[config.mk]
export PLATFORM = sky130hd
export DESIGN_NAME = alu_ctl_issue
export DESIGN_NICKNAME = d
export VERILOG_FILES = /design/src/rtl/alu_ctl_issue.sv
export SDC_FILE = /design/constraint.sdc
export NUM_CORES = 1
export LEC_CHECK = 0
export ABC_AREA = 1
export BUFFER_PORTS_ARGS = -buffer_cell sky130_fd_sc_hd__buf_2
export CORE_MARGIN = 3
export CORE_UTILIZATION = 55
export DETAILED_ROUTE_END_ITERATION = 10
export HOLD_SLACK_MARGIN = 0.02
export PLACE_DENSITY = 0.76
export SKIP_LAST_GASP = 1
export SLEW_MARGIN = 10
export SYNTH_ARGS = -nofsm -noshare
export SYNTH_HDL_FRONTEND = slang
export SYNTH_SLANG_ARGS = --single-unit
[constraint.sdc]
create_clock -name clk -period 6.9 [get_ports clk]
set_input_delay 1.38 -clock clk [delete_from_list [all_inputs] [get_ports clk]]
set_output_delay 1.38 -clock clk [all_outputs]
set_load 0.02 [all_outputs]
[src/rtl/alu_ctl_issue.sv]
// alu_ctl_issue -- RV32I decode-and-issue stage.
//
// Decodes an instruction into the ALU control code, the operand selects, the
// sign-extended immediate and the branch info. Each decoded entry is held in a
// main output register (M), which a one-entry skid register (S) backs up.
// in_ready comes straight from the state register, so it never depends
// combinationally on out_ready.
//
// Ports
//   clk, rst      clock (rising edge), asynchronous active-high reset
//   flush         synchronous kill of every held entry, including any accept
//                 in the same cycle
//   in_valid/in_ready, in_instr, in_pc          fetch-side handshake and payload
//   out_valid/out_ready                         execute-side handshake
//   out_alu_ctl   0000 ADD, 0001 SLL, 0010 SLT, 0011 SLTU, 0100 XOR,
//                 0101 SRL, 0110 OR, 0111 AND, 1000 SUB, 1101 SRA
//   out_src_a     00 rs1, 01 pc, 10 zero
//   out_src_b     0 rs2, 1 immediate
//   out_imm       sign-extended immediate (0 for R-type)
//   out_branch, out_br_cond   conditional branch flag and its funct3
//   out_illegal   instruction is outside the supported subset
//   out_pc        PC carried with the entry
module alu_ctl_issue #(
  parameter logic [3:0] ILLEGAL_CTL = 4'b0000
) (
  input  logic        clk,
  input  logic        rst,
  input  logic        flush,
  input  logic        in_valid,
  output logic        in_ready,
  input  logic [31:0] in_instr,
  input  logic [31:0] in_pc,
  output logic        out_valid,
  input  logic        out_ready,
  output logic [3:0]  out_alu_ctl,
  output logic [1:0]  out_src_a,
  output logic        out_src_b,
  output logic [31:0] out_imm,
  output logic        out_branch,
  output logic [2:0]  out_br_cond,
  output logic        out_illegal,
  output logic [31:0] out_pc
);

  localparam logic [6:0] OPC_OP     = 7'b0110011;
  localparam logic [6:0] OPC_OPIMM  = 7'b0010011;
  localparam logic [6:0] OPC_LOAD   = 7'b0000011;
  localparam logic [6:0] OPC_STORE  = 7'b0100011;
  localparam logic [6:0] OPC_BRANCH = 7'b1100011;
  localparam logic [6:0] OPC_JALR   = 7'b1100111;
  localparam logic [6:0] OPC_JAL    = 7'b1101111;
  localparam logic [6:0] OPC_AUIPC  = 7'b0010111;
  localparam logic [6:0] OPC_LUI    = 7'b0110111;

  typedef struct packed {
    logic [3:0]  alu_ctl;
    logic [1:0]  src_a;
    logic        src_b;
    logic [31:0] imm;
    logic        branch;
    logic [2:0]  br_cond;
    logic        illegal;
    logic [31:0] pc;
  } entry_t;

  typedef enum logic [1:0] {EMPTY, ONE, TWO} state_t;

  function automatic entry_t decode(input logic [31:0] instr, input logic [31:0] pc);
    entry_t     e;
    logic [2:0] f3;
    logic [6:0] f7;
    logic       bad;
    logic [31:0] imm_i, imm_s, imm_b, imm_u, imm_j;
    f3    = instr[14:12];
    f7    = instr[31:25];
    imm_i = {{20{instr[31]}}, instr[31:20]};
    imm_s = {{20{instr[31]}}, instr[31:25], instr[11:7]};
    imm_b = {{19{instr[31]}}, instr[31], instr[7], instr[30:25], instr[11:8], 1'b0};
    imm_u = {instr[31:12], 12'h000};
    imm_j = {{11{instr[31]}}, instr[31], instr[19:12], instr[20], instr[30:21], 1'b0};
    e     = '0;
    e.pc  = pc;
    bad   = 1'b0;
    case (instr[6:0])
      OPC_OP: begin
        // funct7[5] selects SUB/SRA; only ADD and SR* have that alternate form.
        e.alu_ctl = {f7[5], f3};
        if (f7 == 7'b0100000) bad = !((f3 == 3'b000) || (f3 == 3'b101));
        else                  bad = (f7 != 7'b0000000);
      end
      OPC_OPIMM: begin
        e.src_b   = 1'b1;
        e.imm     = imm_i;
        e.alu_ctl = {1'b0, f3};
        // Only shifts interpret funct7; the other ops use those bits as immediate.
        if (f3 == 3'b001) begin
          bad = (f7 != 7'b0000000);
        end else if (f3 == 3'b101) begin
          bad       = (f7 != 7'b0000000) && (f7 != 7'b0100000);
          e.alu_ctl = {f7[5], f3};
        end
      end
      OPC_LOAD, OPC_JALR: begin
        e.src_b = 1'b1;
        e.imm   = imm_i;
      end
      OPC_STORE: begin
        e.src_b = 1'b1;
        e.imm   = imm_s;
      end
      OPC_BRANCH: begin
        e.imm     = imm_b;
        e.branch  = 1'b1;
        e.br_cond = f3;
        case (f3[2:1])
          2'b00:   e.alu_ctl = 4'b1000;
          2'b10:   e.alu_ctl = 4'b0010;
          2'b11:   e.alu_ctl = 4'b0011;
          default: bad = 1'b1;
        endcase
      end
      OPC_JAL: begin
        e.src_a = 2'b01;
        e.src_b = 1'b1;
        e.imm   = imm_j;
      end
      OPC_AUIPC: begin
        e.src_a = 2'b01;
        e.src_b = 1'b1;
        e.imm   = imm_u;
      end
      OPC_LUI: begin
        e.src_a = 2'b10;
        e.src_b = 1'b1;
        e.imm   = imm_u;
      end
      default: bad = 1'b1;
    endcase
    // An illegal entry still flows downstream, carrying only its PC.
    if (bad) begin
      e         = '0;
      e.alu_ctl = ILLEGAL_CTL;
      e.illegal = 1'b1;
      e.pc      = pc;
    end
    return e;
  endfunction

  state_t state_q, state_d;
  entry_t m_q, m_d;
  entry_t s_q, s_d;
  entry_t dec;
  logic   accept;

  assign in_ready  = (state_q != TWO);
  assign out_valid = (state_q != EMPTY);
  assign accept    = in_valid && in_ready;
  assign dec       = decode(in_instr, in_pc);

  always_comb begin
    state_d = state_q;
    m_d     = m_q;
    s_d     = s_q;
    if (flush) begin
      state_d = EMPTY;
      m_d     = '0;
      s_d     = '0;
    end else begin
      case (state_q)
        EMPTY: begin
          if (accept) begin
            m_d     = dec;
            state_d = ONE;
          end
        end
        ONE: begin
          if (accept && out_ready) begin
            m_d = dec;
          end else if (accept) begin
            // M is stalled; park the new entry so fetch sees in_ready drop next cycle.
            s_d     = dec;
            state_d = TWO;
          end else if (out_ready) begin
            state_d = EMPTY;
          end
        end
        TWO: begin
          if (out_ready) begin
            m_d     = s_q;
            state_d = ONE;
          end
        end
        default: state_d = EMPTY;
      endcase
    end
  end

  always_ff @(posedge clk or posedge rst) begin
    if (rst) begin
      state_q <= EMPTY;
      m_q     <= '0;
      s_q     <= '0;
    end else begin
      state_q <= state_d;
      m_q     <= m_d;
      s_q     <= s_d;
    end
  end

  assign out_alu_ctl = m_q.alu_ctl;
  assign out_src_a   = m_q.src_a;
  assign out_src_b   = m_q.src_b;
  assign out_imm     = m_q.imm;
  assign out_branch  = m_q.branch;
  assign out_br_cond = m_q.br_cond;
  assign out_illegal = m_q.illegal;
  assign out_pc      = m_q.pc;

endmodule

Yosys cells after proc, flatten, opt, wreduce, memory -nomap -nowiden
Index checks and enable logic that the tools add are counted.
{"block": "totals", "regBits": 154, "inputBits": 69, "out_inout_bits": 78, "elab_cells": 92}
{"block": "op_classes", "eq_ne": 24, "n_mux": 29, "n_reduce_logical": 22}
{"op": "$mux W76", "n": 8}
{"op": "$pmux W76 S3", "n": 1}
{"op": "$pmux W32 S5", "n": 1}
{"op": "$eq A7 B6 Y1 const B", "n": 4}
{"op": "$pmux W4 S3", "n": 2}
{"op": "$eq A7 B7 Y1 const B", "n": 3}
{"op": "$eq A7 B5 Y1 const B", "n": 2}
{"op": "$mux W2", "n": 6}
{"op": "$mux W4", "n": 3}
{"op": "$ne A3 B3 Y1 const B", "n": 4}
{"op": "$reduce_and A4 Y1", "n": 2}
{"op": "$eq A7 B2 Y1 const B", "n": 1}
{"op": "$ne A7 B6 Y1 const B", "n": 1}
{"op": "$reduce_bool A7 Y1", "n": 1}
{"op": "$reduce_or A7 Y1", "n": 1}
{"op": "$eq A2 B2 Y1 const B", "n": 3}
{"op": "$pmux W2 S3", "n": 1}
{"op": "$reduce_bool A2 Y1", "n": 3}
{"op": "$reduce_or A3 Y1", "n": 2}
{"op": "$reduce_or A6 Y1", "n": 1}
{"op": "$mux W1", "n": 5}
{"op": "$logic_not A2 Y1", "n": 2}
{"op": "$ne A2 B2 Y1 const B", "n": 2}
{"op": "$ne A4 B4 Y1 const B", "n": 1}
{"op": "other kinds (12)", "n": 15}

Logic depth before layout (Yosys ltp)
{"block": "logic_depth", "ltp_word": 10, "ltp_mapped": 13, "ltp_nobuf": 12}

Worst setup path after synthesis
Ideal clock, no wire load.
{"block": "synth_timing", "path_kind": "input to register", "startpoint": "input port in_instr[1]", "endpoint": "register m_q (netlist bit out_imm[1])", "setup_ps": 117, "arrival_time_ps": 2527, "t_required_ps": 6783, "path_slack_ps": 4256, "cell_stages": 12, "n_path_buf": 1, "path_cell_list": "nand2_2 -> inv_1 -> nand2_1 -> nor2_1 -> nand3_1 -> nand2_1 -> nor2_4 -> buf_4 -> nand3_1 -> nand2_1 -> nand2_1 -> nand2_1"}
{"block": "synth_between", "elab_chain_cells": 7, "elab_cells_between_ends": 19, "classes_between": "eq/ne: 9; mux: 7; reduce/logical: 3"}
{"element": "start, declared", "line_no": "31", "rtl": "input logic [31:0] in_instr,"}
{"element": "$eq A7 B6 Y1 (tied with other cells)", "line_no": "84", "rtl": "case (instr[6:0])"}
{"element": "$reduce_or A6 Y1 (no line) (tied with other cells)"}
{"element": "$pmux W1 S4 / $pmux W32 S5 (equally long branches)", "line_no": "84"}
{"element": "$mux W76 *", "line_no": "140", "rtl": "if (bad) begin"}
{"element": "$mux W76 (on tied branches)", "line_no": "177, 171"}
{"element": "$pmux W76 S3 *", "line_no": "169", "rtl": "case (state_q)"}
{"element": "$mux W76 *", "line_no": "164", "rtl": "if (flush) begin"}
{"element": "end signal, assigned", "line_no": "205", "rtl": "m_q <= m_d;"}
{"element": "end, declared", "line_no": "150", "rtl": "entry_t m_q, m_d;"}
Mark *: on every way between the ends. The rest lies on a longest branch, timed or not. The select of a mux whose other input is x is not followed.
A chain may end at the register's enable or synchronous reset.

Worst setup path after layout
{"block": "layout_timing", "startpoint": "register state_q[1]", "endpoint": "output port in_ready"}
{"block": "layout_between", "elab_chain_cells": 1}
{"element": "start, declared", "line_no": "149", "rtl": "state_t state_q, state_d;"}
{"element": "start signal, assigned", "line_no": "204", "rtl": "state_q <= state_d;"}
{"element": "$ne A2 B2 Y1", "line_no": "155", "rtl": "assign in_ready = (state_q != TWO);"}
{"element": "end, declared", "line_no": "30", "rtl": "output logic in_ready,"}
No other way between the ends.

==> impl_metrics.xml <==
<?xml version="1.0" encoding="UTF-8"?>
<metrics>
  <group name="sta">
    <metric name="max_slew.worst_pin.slew" unit="ns">1.104</metric>
    <metric name="post_layout_minimum_cycle_time" unit="ns">4.471</metric>
    <metric name="timing.slew.headroom" unit="">0.2620</metric>
    <metric name="post-route-worst-setup-slack" unit="ns">2.429</metric>
    <metric name="achievable-frequency" unit="GHz">0.2237</metric>
    <metric name="fin_crit_sh" unit="">0.6480</metric>
    <metric name="finalSetupTns" unit="ns">0</metric>
    <metric name="setup_viol" unit="">0</metric>
    <metric name="drv_slew" unit="">0</metric>
    <metric name="setup_repair_after_global_routing_missed_its_margin" unit="">no</metric>
    <metric name="clock-skew-final" unit="ns">0.006399</metric>
    <metric name="timing_hold_violations_final" unit="">0</metric>
  </group>
  <group name="critical_path">
    <metric name="path_common_cell" unit="">inv_2</metric>
    <metric name="path_max_fanout" unit="">68</metric>
    <metric name="path_cells" unit="">inv_2, nor2_4, inv_2, buf_4, buf_2</metric>
    <metric name="setup.worst_path.start" unit="">state_q[1]</metric>
    <metric name="crit_path_end_kind" unit="">output port</metric>
    <metric name="timing.rr.start" unit="">state_q[1]</metric>
    <metric name="slowest_cell_on_the_critical_path" unit="">nor2_4</metric>
    <metric name="worstSetupStartpointType" unit="">flop</metric>
    <metric name="worst-r2r-cell-count" unit="">11</metric>
    <metric name="cpPeakStageDelay" unit="ns">0.83</metric>
    <metric name="cp.required" unit="ns">5.52</metric>
    <metric name="crit_type" unit="">flop to output port</metric>
    <metric name="timing.critical_path.arrival" unit="ns">3.09</metric>
  </group>
  <group name="routing">
    <metric name="ant_nets" unit="">0</metric>
    <metric name="remaining_drc_errors" unit="">0</metric>
    <metric name="drt-pass1-iter-count" unit="">6</metric>
    <metric name="avgRoutedWirePerCell" unit="µm">14.85</metric>
    <metric name="drt_first_iter_violations" unit="">663</metric>
    <metric name="via_count" unit="">6867</metric>
    <metric name="drt-vias-per-instance" unit="">5.373</metric>
    <metric name="drt_wl_total" unit="mm">18.98</metric>
  </group>
  <group name="clock_tree">
    <metric name="htreeDepth" unit="">4</metric>
    <metric name="worstSkewPairLatency" unit="ns">0.42</metric>
    <metric name="clockRootBuffer" unit="">clkbuf_16</metric>
    <metric name="post_cts_resized" unit="">0</metric>
    <metric name="clkSlewWorstSetupHoldPaths" unit="ns">0.06</metric>
    <metric name="clock_sinks" unit="">154</metric>
    <metric name="tritoncts.num_buffers" unit="">17</metric>
    <metric name="cts_setup_buffers" unit="">0</metric>
    <metric name="cts.hold.buffers_added" unit="">0</metric>
    <metric name="cts_tree" unit="">done</metric>
    <metric name="clock_path_buffers" unit="">2</metric>
  </group>
  <group name="finish">
    <metric name="final_nets" unit="">1159</metric>
    <metric name="fraction_of_layout_instances_using_a_drive_strength_above_1" unit="">0.1942</metric>
    <metric name="final_common_cell" unit="">nand2_1</metric>
    <metric name="fillerInstances" unit="">1189</metric>
    <metric name="most-common-layout-cells" unit="">322 x nand2_1, 154 x dfrtp_1, 146 x buf_2</metric>
    <metric name="syn_to_layout_area_delta" unit="%">16.89</metric>
    <metric name="finalCoreUtilization" unit="">0.6638</metric>
    <metric name="antenna_cells" unit="">0</metric>
  </group>
  <group name="worst_hold_path">
    <metric name="worstHoldStart" unit="">out_imm[0]</metric>
    <metric name="hold_class" unit="">flop to flop</metric>
    <metric name="min_path_cells" unit="">2</metric>
  </group>
  <group name="synthesis">
    <metric name="synth.cell_area" unit="mm²">0.007580</metric>
    <metric name="synthesis.area_per_instance" unit="µm²">7.742</metric>
    <metric name="count_of_yosys_warnings_during_synthesis" unit="">0</metric>
    <metric name="portion_of_the_post_synthesis_area_used_by_sequential_elements" unit="">0.5084</metric>
    <metric name="synth.net_count" unit="">1048</metric>
    <metric name="synth.lib_cells_used.distinct" unit="">27</metric>
    <metric name="synth_seq_cells" unit="">154</metric>
    <metric name="syn-instance-count" unit="">979</metric>
  </group>
  <group name="floorplan">
    <metric name="dieArea" unit="mm²">0.01523</metric>
    <metric name="fp.coreArea" unit="mm²">0.01335</metric>
    <metric name="dieHeight" unit="µm">123.4</metric>
    <metric name="boundaryPins" unit="">147</metric>
    <metric name="placementRows" unit="">42</metric>
    <metric name="initial_core_util" unit="">0.5679</metric>
    <metric name="die_width" unit="µm">123.4</metric>
  </group>
  <group name="grt">
    <metric name="grt_overflow" unit="">0</metric>
    <metric name="wire_length_of_the_first_global_routing_pass" unit="mm">30.91</metric>
    <metric name="antenna_violations_before_repair" unit="">2</metric>
    <metric name="via_count_of_the_first_global_routing_pass" unit="">6314</metric>
    <metric name="grt_start_max_net_pins" unit="">108</metric>
    <metric name="global_route.usage.total" unit="">0.2578</metric>
  </group>
  <group name="placement">
    <metric name="place_worst_setup_slack" unit="ns">2.544</metric>
    <metric name="last_weighted_congestion_value_of_the_routability_driven_placer" unit="">0.8943</metric>
    <metric name="dp_hpwl" unit="mm">12.23</metric>
    <metric name="port_buffers" unit="">146</metric>
  </group>
  <group name="power_and_ir_drop">
    <metric name="power_leakage" unit="nW">4.954</metric>
    <metric name="vdd_drop_max" unit="µV">162.2</metric>
    <metric name="power-per-cell-area" unit="mW/mm²">242.1</metric>
    <metric name="totalPowerFinal" unit="mW">2.145</metric>
  </group>
  <group name="run_status">
    <metric name="outcome" unit="">finished clean</metric>
  </group>
  <group name="flow_run">
    <metric name="maxCapViolCount" unit="">0</metric>
  </group>
</metrics>
==> flip-flops by register name, indices dropped and copies added (netlist names) <==
signal and cells:
state_q 2, out_imm 32, s_q 76, out_illegal 1
out_src_a 2, out_pc 32, out_br_cond 3, out_branch 1
out_src_b 1, out_alu_ctl 4
==> cells in the mapped netlist (all sizes together) <==
cell    count  area [µm²]
inv       102       382.9
buf        21       153.9
nand2     328        1251
a21oi      40       200.2
a32o        1       10.01
clkbuf     40       150.1
o31ai       3       22.52
nor2       39       168.9
dfrtp     154        3854
o21ai     112       560.5
nand3      94       530.5
nor3        1       16.27
nand4       3       18.77
a22o        1       8.760
o22ai      39       244.0
a21boi      1       7.510
==> metrics by stage <==
step | hold WS, ns | area (µm²) | std cells
finish | 0.4731 | 8860 | 1278
global route | 0.4896 | 8860 | 1278
CTS | 0.4769 | 8860 | 1278
detailed placement | 0.4604 | 8297 | 1247
global placement | 0.4573 | 8297 | 1247
floorplan | 0.4439 | 7580 | 979
==> power by group <==
group          switching [mW]  internal (mW)
clock network           0.352          0.547
registers              0.0250          0.944
logic                   0.199         0.0782
==> logic make-up after synthesis <==
family	after synthesis	share of synthesized area
AND/OR/NAND/NOR	465	0.2620
AO/OA/AOI/OAI	197	0.1390
buffers and inverters	163	0.09062
flip-flops	154	0.5084
==> critical path: cells and delay by family (launching register included) <==
kind          cells  cell delay, ns
flops             1            0.39
simple gates      1            0.83
buf+inv           4            1.41
==> path summary, 6_finish.rpt <==
kind                                  endpoint  slack (ns)
min in group asynchronous           out_pc[24]        1.17
worst max register to register  out_alu_ctl[3]        2.53
worst min-delay path                out_imm[0]        0.47
worst max-delay path                  in_ready        2.43
max in group asynchronous           out_pc[11]        4.56
worst min register to register      out_imm[0]        0.47
==> cell type report <==
type                       instances  area, µm²  area share
timing repair buffer             153      783.3     0.08841
sequential                       154       3854      0.4350
clock buffer                      23      467.9     0.05282
clock inverter                     8      95.09     0.01073
multi-input combinational        662       3052      0.3444
inverter                         102      387.9     0.04378
tap                              176      220.2     0.02486
==> per-layer routing <==
metal / vias up / GRT usage / share of wire
met3: 28 / 0.05901 / 0.088
li1: 3369 / - / -
met5: - / 0 / 0.0014
met1: 3183 / 0.3742 / 0.44
met4: 4 / 0.08374 / 0.015
met2: 283 / 0.3850 / 0.45
Note: power is estimated with default switching activity, not from simulation.
